## src/rtl/bus_mon_pkg.sv

```systemverilog
`default_nettype none
// ============================================================================
// Module  : bus_mon_pkg
// Brief   : Shared types, default sizes and helpers for the bus transaction
//           tracker and its handshake checkers.
// Revision: 1.0 - initial release
// ============================================================================
package bus_mon_pkg;

    localparam int c_def_addr_width = 32;
    localparam int c_def_data_width = 32;
    localparam int c_def_depth      = 4;
    localparam int c_def_timeout    = 256;
    localparam int c_def_cnt_width  = 32;

    // Per-channel stall tracking: IDLE until a beat is offered but not taken.
    typedef enum logic [0:0] {
        IDLE  = 1'b0,
        STALL = 1'b1
    } stall_state_t;

    // Pointer index width for a DEPTH-entry queue (DEPTH is a power of 2).
    function automatic int ptr_w(input int depth);
        return (depth > 1) ? $clog2(depth) : 1;
    endfunction

endpackage
`default_nettype wire

```

## src/rtl/bus_txn_tracker_if.sv

```systemverilog
`default_nettype none
// ============================================================================
// Module  : bus_txn_tracker_if
// Brief   : One valid/ready read channel pair (addr request, data response).
//           master = requester, slave = responder, monitor = passive observer.
// Revision: 1.0 - initial release
// ============================================================================
interface bus_txn_tracker_if #(
    parameter int ADDR_WIDTH = 32,
    parameter int DATA_WIDTH = 32
);
    logic                  addr_valid;
    logic                  addr_ready;
    logic [ADDR_WIDTH-1:0] addr;
    logic                  data_valid;
    logic                  data_ready;
    logic [DATA_WIDTH-1:0] data;

    modport master (
        output addr_valid, addr, data_ready,
        input  addr_ready, data_valid, data
    );

    modport slave (
        input  addr_valid, addr, data_ready,
        output addr_ready, data_valid, data
    );

    modport monitor (
        input addr_valid, addr_ready, addr,
        input data_valid, data_ready, data
    );
endinterface
`default_nettype wire

```

## src/rtl/bus_hs_checker.sv

```systemverilog
`default_nettype none
// ============================================================================
// Module  : bus_hs_checker
// Brief   : Watches one valid/ready channel. Once a beat stalls (valid without
//           ready) valid and payload must hold until the beat is accepted;
//           any drop or change gives a one-cycle registered err pulse.
// Revision: 1.0 - initial release
// ============================================================================
module bus_hs_checker
    import bus_mon_pkg::*;
#(
    parameter int W = 32
) (
    input  logic         clk,
    input  logic         rst,
    input  logic         valid,
    input  logic         ready,
    input  logic [W-1:0] payload,
    output logic         err
);

    stall_state_t r_state;
    stall_state_t w_state_nxt;
    logic [W-1:0] r_cap;
    logic [W-1:0] w_cap_nxt;
    logic         w_err_nxt;

    // Next state: open a stall window on valid&!ready, close it on acceptance or violation
    always_comb begin
        w_state_nxt = r_state;
        w_cap_nxt   = r_cap;
        w_err_nxt   = 1'b0;
        case (r_state)
            IDLE: begin
                if (valid && !ready) begin
                    w_state_nxt = STALL;
                    w_cap_nxt   = payload;
                end
            end
            STALL: begin
                // A violation ends the window even if ready arrives in the same cycle.
                if (!valid || (payload != r_cap)) begin
                    w_state_nxt = IDLE;
                    w_err_nxt   = 1'b1;
                end else if (ready) begin
                    w_state_nxt = IDLE;
                end
            end
            default: w_state_nxt = IDLE;
        endcase
    end

    // State, captured payload and registered error pulse
    always_ff @(posedge clk or negedge rst) begin
        if (!rst) begin
            r_state <= IDLE;
            r_cap   <= '0;
            err     <= 1'b0;
        end else begin
            r_state <= w_state_nxt;
            r_cap   <= w_cap_nxt;
            err     <= w_err_nxt;
        end
    end

endmodule
`default_nettype wire

```

## src/rtl/bus_txn_tracker.sv

```systemverilog
`default_nettype none
// ============================================================================
// Module  : bus_txn_tracker
// Brief   : Pairs each addr handshake with its in-order data handshake on one
//           read channel pair, reporting addr/data/latency and flagging
//           underflow, overflow, handshake instability and timeout.
// Revision: 1.0 - initial release
// ============================================================================
module bus_txn_tracker
    import bus_mon_pkg::*;
#(
    parameter int ADDR_WIDTH = c_def_addr_width,
    parameter int DATA_WIDTH = c_def_data_width,
    parameter int DEPTH      = c_def_depth,
    parameter int TIMEOUT    = c_def_timeout,
    parameter int CNT_WIDTH  = c_def_cnt_width
) (
    input  logic                    clk,
    input  logic                    rst,
    bus_txn_tracker_if.monitor      bus,
    output logic                    match_valid,
    output logic [ADDR_WIDTH-1:0]   match_addr,
    output logic [DATA_WIDTH-1:0]   match_data,
    output logic [CNT_WIDTH-1:0]    match_latency,
    output logic [$clog2(DEPTH):0]  outstanding,
    output logic [CNT_WIDTH-1:0]    txn_count,
    output logic                    err_underflow,
    output logic                    err_overflow,
    output logic                    err_addr_unstable,
    output logic                    err_data_unstable,
    output logic                    err_timeout
);

    localparam int c_ptr_w = ptr_w(DEPTH);

    // Queue entry; widths follow this instance's parameters, so it lives here.
    typedef struct packed {
        logic [ADDR_WIDTH-1:0] addr;
        logic [CNT_WIDTH-1:0]  ts;
        logic                  timed_out;
    } entry_t;

    entry_t               r_mem [DEPTH];
    logic [c_ptr_w:0]     r_wr_ptr;
    logic [c_ptr_w:0]     r_rd_ptr;
    logic [CNT_WIDTH-1:0] r_ts;

    logic                 w_push;
    logic                 w_pop;
    logic                 w_empty;
    logic                 w_full;
    logic                 w_push_ok;
    logic                 w_pop_ok;
    logic                 w_underflow;
    logic                 w_overflow;
    logic                 w_timeout;
    logic [c_ptr_w-1:0]   w_wr_idx;
    logic [c_ptr_w-1:0]   w_rd_idx;
    logic [c_ptr_w:0]     w_wr_ptr_nxt;
    logic [c_ptr_w:0]     w_rd_ptr_nxt;
    entry_t               w_head;
    logic [CNT_WIDTH-1:0] w_head_age;

    // Handshake decode, queue status and error conditions for this cycle
    always_comb begin
        w_push     = bus.addr_valid && bus.addr_ready;
        w_pop      = bus.data_valid && bus.data_ready;
        w_wr_idx   = r_wr_ptr[c_ptr_w-1:0];
        w_rd_idx   = r_rd_ptr[c_ptr_w-1:0];
        w_empty    = (r_wr_ptr == r_rd_ptr);
        w_full     = (r_wr_ptr[c_ptr_w] != r_rd_ptr[c_ptr_w]) && (w_wr_idx == w_rd_idx);
        w_head     = r_mem[w_rd_idx];
        w_head_age = r_ts - w_head.ts;

        w_pop_ok    = w_pop && !w_empty;
        w_underflow = w_pop && w_empty;
        // Pop happens first, so a full queue still accepts a push on a pop cycle.
        w_push_ok   = w_push && (!w_full || w_pop_ok);
        w_overflow  = w_push && w_full && !w_pop;

        // Age threshold uses >= so an entry already overdue when it becomes
        // head is still reported; timed_out keeps it to a single pulse.
        // A pop in the threshold cycle is still within the allowed window.
        w_timeout = !w_empty && !w_head.timed_out && !w_pop_ok
                    && (w_head_age >= CNT_WIDTH'(TIMEOUT));

        w_wr_ptr_nxt = r_wr_ptr + {{c_ptr_w{1'b0}}, w_push_ok};
        w_rd_ptr_nxt = r_rd_ptr + {{c_ptr_w{1'b0}}, w_pop_ok};
    end

    // Timestamp, queue storage/pointers and all registered report outputs
    always_ff @(posedge clk or negedge rst) begin
        if (!rst) begin
            r_ts     <= '0;
            r_wr_ptr <= '0;
            r_rd_ptr <= '0;
            for (int i = 0; i < DEPTH; i++) begin
                r_mem[i] <= '0;
            end
            match_valid   <= 1'b0;
            match_addr    <= '0;
            match_data    <= '0;
            match_latency <= '0;
            outstanding   <= '0;
            txn_count     <= '0;
            err_underflow <= 1'b0;
            err_overflow  <= 1'b0;
            err_timeout   <= 1'b0;
        end else begin
            r_ts        <= r_ts + CNT_WIDTH'(1);
            r_wr_ptr    <= w_wr_ptr_nxt;
            r_rd_ptr    <= w_rd_ptr_nxt;
            outstanding <= w_wr_ptr_nxt - w_rd_ptr_nxt;

            if (w_timeout) begin
                r_mem[w_rd_idx].timed_out <= 1'b1;
            end
            if (w_push_ok) begin
                r_mem[w_wr_idx] <= '{addr: bus.addr, ts: r_ts, timed_out: 1'b0};
            end

            match_valid <= w_pop_ok;
            if (w_pop_ok) begin
                match_addr    <= w_head.addr;
                match_data    <= bus.data;
                match_latency <= w_head_age;
                txn_count     <= txn_count + CNT_WIDTH'(1);
            end

            err_underflow <= w_underflow;
            err_overflow  <= w_overflow;
            err_timeout   <= w_timeout;
        end
    end

    bus_hs_checker #(
        .W (ADDR_WIDTH)
    ) u_addr_chk (
        .clk     (clk),
        .rst     (rst),
        .valid   (bus.addr_valid),
        .ready   (bus.addr_ready),
        .payload (bus.addr),
        .err     (err_addr_unstable)
    );

    bus_hs_checker #(
        .W (DATA_WIDTH)
    ) u_data_chk (
        .clk     (clk),
        .rst     (rst),
        .valid   (bus.data_valid),
        .ready   (bus.data_ready),
        .payload (bus.data),
        .err     (err_data_unstable)
    );

endmodule
`default_nettype wire

```

## src/flat_wrapper.sv

```systemverilog
// flat-port wrapper written by rule: the top's interface ports become plain ports
module bus_txn_tracker_flat import bus_mon_pkg::*;
#(
    parameter int ADDR_WIDTH = c_def_addr_width,
    parameter int DATA_WIDTH = c_def_data_width,
    parameter int DEPTH      = c_def_depth,
    parameter int TIMEOUT    = c_def_timeout,
    parameter int CNT_WIDTH  = c_def_cnt_width
)
  (clk, rst, match_valid, match_addr, match_data, match_latency, outstanding, txn_count, err_underflow, err_overflow, err_addr_unstable, err_data_unstable, err_timeout, bus_addr_valid, bus_addr_ready, bus_addr, bus_data_valid, bus_data_ready, bus_data);
  bus_txn_tracker_if #(.ADDR_WIDTH(ADDR_WIDTH), .DATA_WIDTH(DATA_WIDTH)) bus_i ();
  input  logic clk;
  input  logic rst;
  output logic match_valid;
  output logic [ADDR_WIDTH-1:0] match_addr;
  output logic [DATA_WIDTH-1:0] match_data;
  output logic [CNT_WIDTH-1:0] match_latency;
  output logic [$clog2(DEPTH):0] outstanding;
  output logic [CNT_WIDTH-1:0] txn_count;
  output logic err_underflow;
  output logic err_overflow;
  output logic err_addr_unstable;
  output logic err_data_unstable;
  output logic err_timeout;
  input wire logic [$bits(bus_i.addr_valid)-1:0] bus_addr_valid;
  input wire logic [$bits(bus_i.addr_ready)-1:0] bus_addr_ready;
  input wire logic [$bits(bus_i.addr)-1:0] bus_addr;
  input wire logic [$bits(bus_i.data_valid)-1:0] bus_data_valid;
  input wire logic [$bits(bus_i.data_ready)-1:0] bus_data_ready;
  input wire logic [$bits(bus_i.data)-1:0] bus_data;
  assign bus_i.addr_valid = bus_addr_valid;
  assign bus_i.addr_ready = bus_addr_ready;
  assign bus_i.addr = bus_addr;
  assign bus_i.data_valid = bus_data_valid;
  assign bus_i.data_ready = bus_data_ready;
  assign bus_i.data = bus_data;
  bus_txn_tracker #(.ADDR_WIDTH(ADDR_WIDTH), .DATA_WIDTH(DATA_WIDTH), .DEPTH(DEPTH), .TIMEOUT(TIMEOUT), .CNT_WIDTH(CNT_WIDTH)) u_core (.clk(clk), .rst(rst), .bus(bus_i), .match_valid(match_valid), .match_addr(match_addr), .match_data(match_data), .match_latency(match_latency), .outstanding(outstanding), .txn_count(txn_count), .err_underflow(err_underflow), .err_overflow(err_overflow), .err_addr_unstable(err_addr_unstable), .err_data_unstable(err_data_unstable), .err_timeout(err_timeout));
endmodule
```

## config.mk

```make
export PLATFORM = sky130hd
export DESIGN_NAME = bus_txn_tracker_flat
export DESIGN_NICKNAME = d
export VERILOG_FILES = /design/src/rtl/bus_mon_pkg.sv /design/src/rtl/bus_txn_tracker_if.sv /design/src/rtl/bus_hs_checker.sv /design/src/rtl/bus_txn_tracker.sv /design/src/flat_wrapper.sv
export SDC_FILE = /design/constraint.sdc
export NUM_CORES = 1
export LEC_CHECK = 0
export CORE_UTILIZATION = 47
export CTS_BUF_LIST = sky130_fd_sc_hd__clkbuf_4
export DETAILED_ROUTE_END_ITERATION = 16
export PLACE_DENSITY = 0.64
export SLEW_MARGIN = 30
export SYNTH_ARGS = -nofsm -noshare
export SYNTH_HDL_FRONTEND = slang
export SYNTH_SLANG_ARGS = --single-unit
```

## constraint.sdc

```tcl
create_clock -name clk -period 6.7 [get_ports clk]
set_clock_uncertainty 0.15 [all_clocks]
set_input_delay 1.34 -clock clk [delete_from_list [all_inputs] [get_ports clk]]
set_output_delay 1.34 -clock clk [all_outputs]
set_load 0.005 [all_outputs]
```

Word level (Yosys, flattened, before mapping)
Index checks and enable logic that the tools add are counted.
{"block": "totals", "register_bits": 501, "in_bits": 70}
{"block": "op_classes", "n_addsub": 6, "n_lt_le_gt_ge": 5, "eq_ne": 5, "muxes": 23, "bitwise_logic": 4, "reduce_logical": 29}
{"cell": "$bwmux W260", "count": 2}
{"cell": "$mux W260", "count": 2}
{"cell": "$demux W65 S2", "count": 2}
{"cell": "$mux W65", "count": 3}
{"cell": "$bmux W65 S2", "count": 1}
{"cell": "$add A32 B1 Y32 const B", "count": 2}
{"cell": "$ne A32 B32 Y1", "count": 2}
{"cell": "$ge A32 B9 Y1 const B", "count": 1}
{"cell": "$sub A32 B32 Y32", "count": 1}
{"cell": "$logic_and A1 B1 Y1", "count": 15}
{"cell": "$mux W1", "count": 11}
{"cell": "$logic_not A1 Y1", "count": 9}
{"cell": "$add A3 B1 Y3", "count": 2}
{"cell": "$ge A3 B3 Y1 const B", "count": 2}
{"cell": "$lt A3 B1 Y1 const B", "count": 2}
{"cell": "$not A2 Y3", "count": 2}
{"cell": "$pmux W1 S2", "count": 2}
{"cell": "$reduce_and A2 Y1", "count": 2}
{"cell": "$eq A3 B3 Y1", "count": 1}
{"cell": "$logic_or A1 B1 Y1", "count": 3}
{"cell": "$sub A3 B3 Y3", "count": 1}
{"cell": "$eq A2 B2 Y1", "count": 1}
{"cell": "$not A1 Y1", "count": 2}
{"cell": "$ne A1 B1 Y1", "count": 1}

Logic depth before layout (Yosys ltp)
{"block": "depth", "depth_word": 11, "depth_mapped": 16, "depth_no_buf": 12}

Cells and area by module
From an unflattened synthesis, not the netlist that was laid out.
{"block": "unflattened", "cells_unflattened": 1831, "hier_area_um2": 23079.6}
{"mod": "bus_txn_tracker", "n_inst": 1, "cells_per_inst": 1597, "area_per_inst_um2": 19839.0, "seq_area_each_um2": 10835.4}
{"mod": "bus_hs_checker", "n_inst": 2, "cells_per_inst": 117, "area_per_inst_um2": 1620.3, "seq_area_each_um2": 850.8}

Worst setup path after synthesis
Ideal clock, no wire load.
{"block": "synth_timing", "path_type": "reg2reg", "from": "register u_core.r_rd_ptr[0]", "to": "register u_core.r_mem[0] in the netlist's numbering", "setup_time_ns": 0.132, "t_arrival_ns": 4.456, "slack_ns": 1.963, "path_stages_with_launch": 17, "path_buffers": 4, "period_less_slack_ns": 4.737, "cell_sequence": "dfrtp_1 > buf_2 > buf_1 > buf_1 > mux4_2 > inv_1 > ha_1 > buf_2 > a21oi_1 > o21ai_1 > a21oi_2 > o21ai_1 > nor4_1 > o2111ai_1 > or4_4 > nor4_4 > o21ai_1"}
{"block": "synth_via", "elab_chain_len": 11, "word_cells_on_any_way": 28, "cone_classes": "1 x add/sub; 3 x order compare; 2 x eq/ne; 9 x mux; 1 x bitwise; 12 x reduce/logical"}
{"element": "start, declared", "line": "bus_txn_tracker.sv:45", "text": "logic [c_ptr_w:0] r_rd_ptr;"}
{"element": "start signal, assigned", "line": "bus_txn_tracker.sv:112", "text": "r_rd_ptr <= w_rd_ptr_nxt;"}
{"element": "parallel branches: the longest is 10 deep, another holds $sub A32 B32 Y32"}
{"element": "$mux W260 *", "line": "bus_txn_tracker.sv:118", "text": "if (w_push_ok) begin"}
{"element": "end signal, assigned by index", "line": "bus_txn_tracker.sv:119", "text": "r_mem[w_wr_idx] <= '{addr: bus.addr, ts: r_ts, timed_out: 1'b0};"}
{"element": "end, declared", "line": "bus_txn_tracker.sv:43", "text": "entry_t r_mem [DEPTH];"}
Mark *: on every way between the ends. The select of a mux whose other input is x is not followed.
A chain may end at the register's enable or synchronous reset.

Final worst setup path
{"block": "layout_timing", "from": "register u_core.r_rd_ptr[0]", "to": "register u_core.r_mem[195] in the netlist's numbering"}
The elaborated chain is that of the path after synthesis.

==> metrics <==
Crit Reg-Reg Startpoint u_core.r_rd_ptr[0]; TritonCTS Buffers 136; fin nets 2276; area of placed instances 25900 um^2; initial core utilization 47.5%; register share of total power 40.8%; Post-CTS Resized 0; Peak VDD IR 0.000208 V; crit path DAT 5550 ps; largest net degree at the start of global routing 111; Synthesis Warnings 0; syn_nets 2009; synth cell count leaders dfrtp_1, nand2_1, mux2_2, xnor2_1, clkbuf_1; Tot GR Track Use 22.6%; outcome complete, no violations; final setup fails 0; achievable frequency 204 MHz; clock sink count 501; vias per inst 5.35; Worst setup EP type register; final wirelength 54.6 mm; CTS Hold Bufs 0; Distinct cells, synth 59; Reg2Reg Depth 13; part of the cycle the worst path needs 73.1%; Clk Latency, worst-skew pair 990 ps; cell taking the most area after synthesis dfrtp_1; clock slew seen by the registers of the worst setup and hold paths 70 ps; setup TNS 0 ps; Post-synth top flop dfrtp_1; die area 50300 um^2; vias in the first global route 16.5k; hold path depth 1; first-pass GRT wire length 88.3 mm; Design Area, Final 27600 um^2; Post-Synth XOR/XNOR Area 5.77%; largest family of logic cells by synthesized area multiplexers; Synth top area share 54.0%; root buf cell clkbuf_4; HPWL Detailed 35.6 mm; dpl ws 1690 ps; Switch Pwr 3.57 mW; Placed Instances 2691; Buffers on Ports 206; sequential share of the synthesized area 54.0%; Core Util, Final 56.5%; CTS max path bufs 3; Netlist Area Pre-Place 23200 um^2; Slew @ Worst Pin 862 ps; fin crit period 4900 ps; leakage 12.6 nW; fraction of the mapped netlist area in simple logic gates 9.85%; Post-synth EDFFs 0; Critical Setup Path Class register to register; Hold EP u_core.txn_count[31]; grt total ovfl 0; Synth Register Bits 501; synthesized instance count 1899; Combinational Power Share 35.1%; largest cells by area after synthesis dfrtp_1, mux2_2, mux4_2; slack of the worst reg-to-reg path 1800 ps; die width 224 um; Syn Area/Cell 12.2 um^2; min-delay worst type register to register; share of layout cells above drive strength 1 27.7%; P_int 7.32 mW; CTS tree built; Final Slew Violations 0; Final ANT Viol Nets 0; unrepaired setup endpoints after global routing false; post-CTS setup buffers 0; Slew HR 42.5%; DRC 0; WP data required 7350 ps; power per cell area 394 nW/um^2; Area growth, synth to finish 19.0%; drt initial violations 888; DRT Pass-1 Iters 5; io pins 207; per-cell routed wire length 18.7 um; FP Rows 81; routed vias 15.6k; Min-Delay Startpoint u_core.txn_count[31]; clock share of power 24.1%; mux contribution to synthesized area 21.2%; Fillers 4231; initial antenna violation count 2; non-filler cells, final 2919; RePlAce Congestion 0.893; H-tree depth 4; crit path max fanout 28; FFs w/ async S/R, synth 100%; worst setup margin 1800 ps; maxcap violations 0; most common cell in the netlist dfrtp_1; sw frac 32.7%; final hold violations 0; core footprint 48800 um^2; die height 224 um; reg-to-reg critical path endpoint u_core.r_mem[195]; CP startpoint kind register; Compound-Gate Fraction of Synth Area 4.45%; Adder-Cell Fraction of Synth Area 2.22%
-- cells by family after synthesis --
kind of cell | after synthesis
compound gates | 168
simple gates | 517
buf+inv | 148
xor+xnor | 153
fa+ha+maj | 40
mux | 372
flops | 501
-- routing by layer --
layer	vias up	part of all wire (%)	GRT usage, %
met5	-	0.020	0
met4	2	1.9	8.03
met3	79	5.2	6.09
met2	374	47	35.1
met1	7913	46	30.7
li1	7242	-	-
-- critical path, stage by stage (launching register included) --
cell	delay (ps)
dfrtp_4	690
buf_16	300
mux4_2	530
ha_1	210
fa_1	400
nand2b_1	180
a21o_1	270
a21boi_0	480
o21ai_1	120
o311ai_0	190
o2111ai_1	220
or4_4	480
nor4_4	370
o22ai_1	110
-- placed cells by master (no fill, tap or decap), drive strengths merged, types with 6 or more instances in the layout --
master and instances:
dfrtp 501, nand2 316, mux2 306, clkdlybuf4s50 205
clkbuf 197, xnor2 124, o21ai 66, mux4 65
nor2 55, inv 55, a21oi 46, nand3 41
nand4 39, ha 38, xor2 29, buf 22
clkinv 22, nor3 13, a31oi 9, and3 9
o211ai 9, nor4 9, a21o 7, nand2b 7
and2 6
-- layout make-up --
| type | instances | area, um^2 | share of cell area [%] |
|---|---|---|---|
| Sequential cell | 501 | 12500 | 45.4 |
| Multi-Input combinational cell | 1250 | 10100 | 36.7 |
| Timing Repair Buffer | 227 | 2280 | 8.26 |
| Clock buffer | 197 | 1480 | 5.35 |
| Tap cell | 664 | 831 | 3.01 |
| Inverter | 50 | 189 | 0.684 |
| Clock inverter | 29 | 161 | 0.584 |
| Antenna cell | 1 | 2.50 | 0.00906 |
-- stage by stage --
step / total power [mW] / hold WS, ps
after global placement: 8.19 / 307
after CTS: 11.0 / 241
after floorplan: 6.79 / 289
after detailed placement: 8.31 / 308
after global routing: 11.6 / 326
final: 10.9 / 313
-- worst max path at each step --
stage               cells after the start          startpoint                 to
global route                           13  u_core.r_rd_ptr[0]  u_core.r_mem[195]
detailed placement                     12  u_core.r_rd_ptr[0]    u_core.r_mem[0]
finish                                 13  u_core.r_rd_ptr[0]  u_core.r_mem[195]
CTS                                    12  u_core.r_rd_ptr[0]  u_core.r_mem[195]
global placement                       12  u_core.r_rd_ptr[0]  u_core.r_mem[195]
floorplan                              16  u_core.r_rd_ptr[0]    u_core.r_mem[0]
-- flip-flops by register name (all words and copies together), names as in the netlist, 3 cells and up --
register / count
u_core.match_latency: 32
u_core.outstanding: 3
u_core.r_rd_ptr: 3
u_core.txn_count: 32
u_core.match_addr: 32
u_core.r_ts: 32
u_core.match_data: 32
u_core.u_addr_chk.r_cap: 32
u_core.r_wr_ptr: 3
u_core.r_mem: 260
u_core.u_data_chk.r_cap: 32
-- power groups by stage --
stage / logic [mW] / clock network (mW) / registers, mW
6_report: 3.82 / 2.63 / 4.44
5_1_grt: 4.18 / 2.90 / 4.55
4_1_cts: 3.79 / 2.75 / 4.50
3_5_place_dp: 3.77 / 0 / 4.55
3_3_place_gp: 3.70 / 0 / 4.49
2_1_floorplan: 2.49 / 0 / 4.29
(Power assumes the default switching activity.)
